[src/rtl/mars_crew_tally.sv]
// mars_crew_tally
// Tally stage behind the Mars crew classifier. Accepts one 3-bit class code
// {C2,C1,C0} per candidate over a valid/ready handshake, keeps a counter per
// code, tracks the most-populated class (lowest code wins ties) and closes
// the round after CREW_SIZE legal codes. Codes 3, 5, 7 are flagged as illegal.
//
// Ports:
//   clk, rst          clock, synchronous active-high reset
//   start             one-cycle pulse: clear tallies, open a new round
//   C0, C1, C2        class code bits from the classifier
//   in_valid/in_ready handshake for the class code
//   busy, done        round open / round complete
//   bad_code          sticky flag: an illegal code was accepted
//   sel, sel_count    readout of the count for class sel
//   total             legal codes accepted this round
//   top_class/count   lowest code with the maximum count, and that count
module mars_crew_tally #(
  parameter int unsigned CNT_W     = 4,
  parameter int unsigned CREW_SIZE = 10
) (
  input  logic             clk,
  input  logic             rst,
  input  logic             start,
  input  logic             C0,
  input  logic             C1,
  input  logic             C2,
  input  logic             in_valid,
  output logic             in_ready,
  output logic             busy,
  output logic             done,
  output logic             bad_code,
  input  logic [2:0]       sel,
  output logic [CNT_W-1:0] sel_count,
  output logic [CNT_W-1:0] total,
  output logic [2:0]       top_class,
  output logic [CNT_W-1:0] top_count
);

  localparam logic [1:0] S_IDLE    = 2'd0;
  localparam logic [1:0] S_COLLECT = 2'd1;
  localparam logic [1:0] S_DONE    = 2'd2;

  localparam logic [CNT_W-1:0] CREW_N = CNT_W'(CREW_SIZE);

  logic [1:0]       state_q, state_d;
  logic [CNT_W-1:0] cnt_q [8];
  logic [CNT_W-1:0] cnt_d [8];
  logic [CNT_W-1:0] total_q, total_d;
  logic [2:0]       top_class_q, top_class_d;
  logic [CNT_W-1:0] top_count_q, top_count_d;
  logic             bad_q, bad_d;

  logic [2:0]       code;
  logic             illegal;
  logic             accept;
  logic [CNT_W-1:0] n_cnt;

  assign code    = {C2, C1, C0};
  assign illegal = C0 & (C1 | C2);

  // start blocks acceptance in the same cycle so a restart never counts
  // the code offered alongside it.
  assign in_ready = (state_q == S_COLLECT) & ~start;
  assign accept   = in_valid & in_ready;
  assign n_cnt    = cnt_q[code] + CNT_W'(1);

  always_comb begin
    state_d     = state_q;
    cnt_d       = cnt_q;
    total_d     = total_q;
    top_class_d = top_class_q;
    top_count_d = top_count_q;
    bad_d       = bad_q;
    if (start) begin
      state_d = S_COLLECT;
      for (int unsigned i = 0; i < 8; i++) cnt_d[i] = '0;
      total_d     = '0;
      top_class_d = '0;
      top_count_d = '0;
      bad_d       = 1'b0;
    end else if (accept) begin
      if (illegal) begin
        bad_d = 1'b1;
      end else begin
        cnt_d[code] = n_cnt;
        total_d     = total_q + CNT_W'(1);
        // Incremental leader update: only the bumped class can overtake.
        if ((n_cnt > top_count_q) ||
            ((n_cnt == top_count_q) && (code < top_class_q))) begin
          top_class_d = code;
          top_count_d = n_cnt;
        end
        if (total_d == CREW_N) state_d = S_DONE;
      end
    end
  end

  always_ff @(posedge clk) begin
    if (rst) begin
      state_q <= S_IDLE;
      for (int unsigned i = 0; i < 8; i++) cnt_q[i] <= '0;
      total_q     <= '0;
      top_class_q <= '0;
      top_count_q <= '0;
      bad_q       <= 1'b0;
    end else begin
      state_q     <= state_d;
      cnt_q       <= cnt_d;
      total_q     <= total_d;
      top_class_q <= top_class_d;
      top_count_q <= top_count_d;
      bad_q       <= bad_d;
    end
  end

  assign busy      = (state_q == S_COLLECT);
  assign done      = (state_q == S_DONE);
  assign bad_code  = bad_q;
  assign sel_count = cnt_q[sel];
  assign total     = total_q;
  assign top_class = top_class_q;
  assign top_count = top_count_q;

endmodule

[config.mk]
export PLATFORM = sky130hd
export DESIGN_NAME = mars_crew_tally
export DESIGN_NICKNAME = d
export VERILOG_FILES = /design/src/rtl/mars_crew_tally.sv
export SDC_FILE = /design/constraint.sdc
export NUM_CORES = 1
export LEC_CHECK = 0
export ABC_AREA = 1
export BUFFER_PORTS_ARGS = -buffer_cell sky130_fd_sc_hd__clkbuf_2
export CAP_MARGIN = 20
export CELL_PAD_IN_SITES_DETAIL_PLACEMENT = 2
export CELL_PAD_IN_SITES_GLOBAL_PLACEMENT = 2
export CORE_UTILIZATION = 30
export CTS_BUF_LIST = sky130_fd_sc_hd__clkbuf_2
export DETAILED_ROUTE_END_ITERATION = 10
export GPL_TIMING_DRIVEN = 0
export PLACE_DENSITY_LB_ADDON = 0.15
export SYNTH_ARGS = -nofsm -noshare
export SYNTH_HDL_FRONTEND = slang
export SYNTH_SLANG_ARGS = --single-unit
[constraint.sdc]
create_clock -name clk -period 2.2 [get_ports clk]
set_input_delay 0 -clock clk [delete_from_list [all_inputs] [get_ports clk]]
set_output_delay 0 -clock clk [all_outputs]
set_load 0.1 [all_outputs]
==> results.yml <==
run_status:
  status: "complete, but fails checks"
  violations: "negative setup slack"
clock_tree:
  root_buffer: "clkbuf_2"
  htree_levels: 2
  clk_transition_reported_paths_ns: 0.24
  insertion_delay_ns: 0.43
  cts_buffers: 5
  clockBufferDepth: 2
  cts.sinks: 46
  tritoncts: "done"
detailed_routing:
  postRouteAntennaNets: 0
  drc: 0
  vias: 2701
  vias_per_cell: 4.91
  dr.pass1.iters: 4
  wl_mm: 9.64
  wl_per_cell_um: 17.5
  drtIter0Drc: 84
pwr:
  ir_worst_vdd_mv: 0.285
  powerDensity_nw_per_um2: 556
  total_leakage_power_nw: 1.49
floorplan:
  std_cell_rows: 33
  ioPinCount: 29
  die_y_um: 94.0
  core_um2: 8220
  dieArea_um2: 8840
  die_x_um: 94.0
  initial_core_util_pct: 30.9
yosys:
  synth_cells: 388
  synth_edf_count: 0
  yosysWarnings: 0
  ys_types: 29
  synth_common_cells: "nand2_1, inv_1, dfxtp_1, a21oi_1, nor2_1"
  synth_seq_area_share_pct: 36.2
  syn_area_um2: 2540
  synth_flop_cell: "dfxtp_1"
  ys_async_sr_fraction_pct: 0
  synth_most_common_cell: "nand2_1"
  synth_largest_area_cell: "dfxtp_1"
  synth_top_area_share_pct: 36.2
  syn-num-nets: 407
  synth_area_per_cell_um2: 6.55
  synth_top_cells_by_area: "dfxtp_1, nand2_1, inv_1, a21oi_1, o21ai_0"
  synth-seq-cells: 46
critical_path:
  worstPathMaxFanout: 5
  path_class: "reg2reg"
  end_kind: "flop"
  start_kind: "flop"
  required_ns: 2.58
  cp.arrival_ns: 2.65
place:
  postPlaceCellArea_um2: 2840
  routabilityCongestion: 0.793
  portBuffers: 28
  dp_hpwl_mm: 6.83
  dp_cells: 521
sta:
  drv_slew: 0
  finalSetupViolations: 6
  relSlewSlack_pct: 50.1
  worst_slew_pin_slew_ns: 0.746
  finalClockSkew_ns: 0.0124
  setup_slack_ns: -0.0778
  rsz0062_at_grt: "yes"
  finalHoldViolations: 0
  period_needed_ns: 2.28
  fmax_mhz: 439
  min_period_over_period_pct: 104
global_route:
  antenna_found_initial: 0
  grt_pass1_vias: 2817
  grt_pass1_wl_mm: 14.9
  overflow: 0
  grt_max_degree: 15
  track_usage_pct: 22.9
worst_hold_path:
  hp-class: "in2reg"
finish:
  syn_to_final_growth_pct: 30.0
  design_area_um2: 3300
  finalNetCount: 463
  drive_gt1_share_pct: 32.8
  post-route-util_pct: 40.2
  fill_cells: 988
  final_cells: 550
  antenna-diode-count: 0
flow_run:
  maxCapViolations: 0
[routing by layer]
| metal | vias up | GRT usage [%] | part of all wire [%] |
|---|---|---|---|
| li1 | 1332 | - | - |
| met1 | 1336 | 28.5 | 47 |
| met2 | 24 | 40.9 | 50 |
| met3 | 9 | 3.07 | 1.8 |
| met4 | 0 | 6.54 | 1.7 |
| met5 | - | 0 | 0 |
[kinds of logic (layout without fill, tap and decap cells)]
group | count (synthesis) | after routing | synth area share (%)
xor gates and xnor gates | 2 | 2 | 0.689
adders and majority gates | 9 | 9 | 4.43
buffers and inverters | 91 | 148 | 14.5
and+or+nand+nor | 148 | 148 | 25.1
DFF | 46 | 46 | 36.2
AOI/OAI and AO/OA | 92 | 92 | 19.1
[final cells by class]
type / count / area, µm² / share of cell area, %
clock buffer: 5 / 25.0 / 0.757
buffer: 12 / 72.6 / 2.20
tap: 105 / 131 / 3.98
inverter: 79 / 299 / 9.05
clock inverter: 3 / 63.8 / 1.93
sequential: 46 / 946 / 28.6
timing repair buffer: 49 / 314 / 9.50
multi-input combinational: 251 / 1450 / 44.0
[path summary, 6_finish.rpt]
| path | startpoint | cells past startpoint | end | slack, ns |
|---|---|---|---|---|
| hold / removal | start | 4 | top_class[0] | 0.09 |
| setup / recovery | cnt_q[12] | 19 | top_class[2] | -0.08 |
| setup reg to reg | cnt_q[12] | 19 | top_class[2] | -0.08 |
| hold reg to reg | cnt_q[8] | 2 | cnt_q[8] | 0.47 |
[critical path: stages, from the launching register on]
cell	delay, ns
dfxtp_2	0.39
inv_2	0.05
nand2_2	0.06
nand3_2	0.10
nand2_2	0.12
inv_2	0.05
nand2_4	0.10
ha_4	0.17
inv_4	0.04
nand2_4	0.07
nand2_4	0.06
ha_4	0.23
nand2_2	0.05
inv_2	0.04
o21ai_1	0.09
nand3_2	0.12
nand3_4	0.13
buf_6	0.14
o21ai_1	0.07
a21oi_1	0.16
[report_power, final]
group,total (W),switching [W],leakage (nW),internal (W)
Clock,0.000599,0.000297,0.0506,0.000302
Combinational,0.000394,0.000282,1.06,0.000112
Sequential,0.000845,0.00000389,0.381,0.000841
Total,0.00184,0.000584,1.49,0.00125
[cell usage in the layout, fill, tap and decap left out, types with 2 or more instances in the layout]
| master | synthesis | layout |
|---|---|---|
| nand2_4 | 1 | 6 |
| clkinv_1 | 1 | 2 |
| dfxtp_2 | 0 | 20 |
| o211ai_1 | 2 | 2 |
| a21oi_2 | 0 | 2 |
| nor2_2 | 3 | 4 |
| buf_6 | 3 | 4 |
| ha_1 | 9 | 5 |
| a31oi_2 | 0 | 4 |
| nand2_2 | 4 | 13 |
| dlygate4sd3_1 | 0 | 5 |
| a221oi_1 | 3 | 3 |
| ha_4 | 0 | 4 |
| dfxtp_1 | 46 | 26 |
| buf_4 | 1 | 16 |
| o21ai_1 | 6 | 11 |
| nand3_1 | 20 | 13 |
| nand3_4 | 0 | 2 |
| buf_1 | 2 | 2 |
| nand3_2 | 2 | 7 |
| bufinv_16 | 0 | 2 |
| nor2_1 | 33 | 32 |
| clkbuf_2 | 0 | 33 |
| xor2_1 | 2 | 2 |
| inv_2 | 8 | 25 |
| nand2_1 | 81 | 67 |
| a21oi_1 | 44 | 42 |
| inv_1 | 70 | 52 |
| o21ai_0 | 32 | 27 |
| clkbuf_1 | 5 | 5 |
[per-stage QoR]
step | total power [W] | hold slack [ns] | TNS [ns] | setup WS, ns
after floorplan | 0.00109 | 0.0691 | 0 | 0.000722
after global placement | 0.00118 | 0.172 | -2.72 | -0.426
after detailed placement | 0.00119 | 0.181 | -3.59 | -0.543
after CTS | 0.00185 | 0.0699 | -0.0821 | -0.0330
after global routing | 0.00191 | 0.113 | -1.39 | -0.239
final | 0.00184 | 0.0925 | -0.247 | -0.0778
[sequential cells by signal (all words and copies together) (netlist names)]
register   cells
bad_code       1
cnt_q         32
state_q        2
top_class      3
top_count      4
total          4
[repair_timing]
item | 4_1_cts | 5_1_grt
hold buffers | 5 | 0
buffers inserted | 9 | 6
hold endpoints to repair | 8 | 0
gates cloned | 1 | 0
gates resized for setup | 65 | 17
pin swaps | 17 | 14
setup endpoints to repair | 7 | 8
No activity file was read; power rests on OpenSTA's default activity.
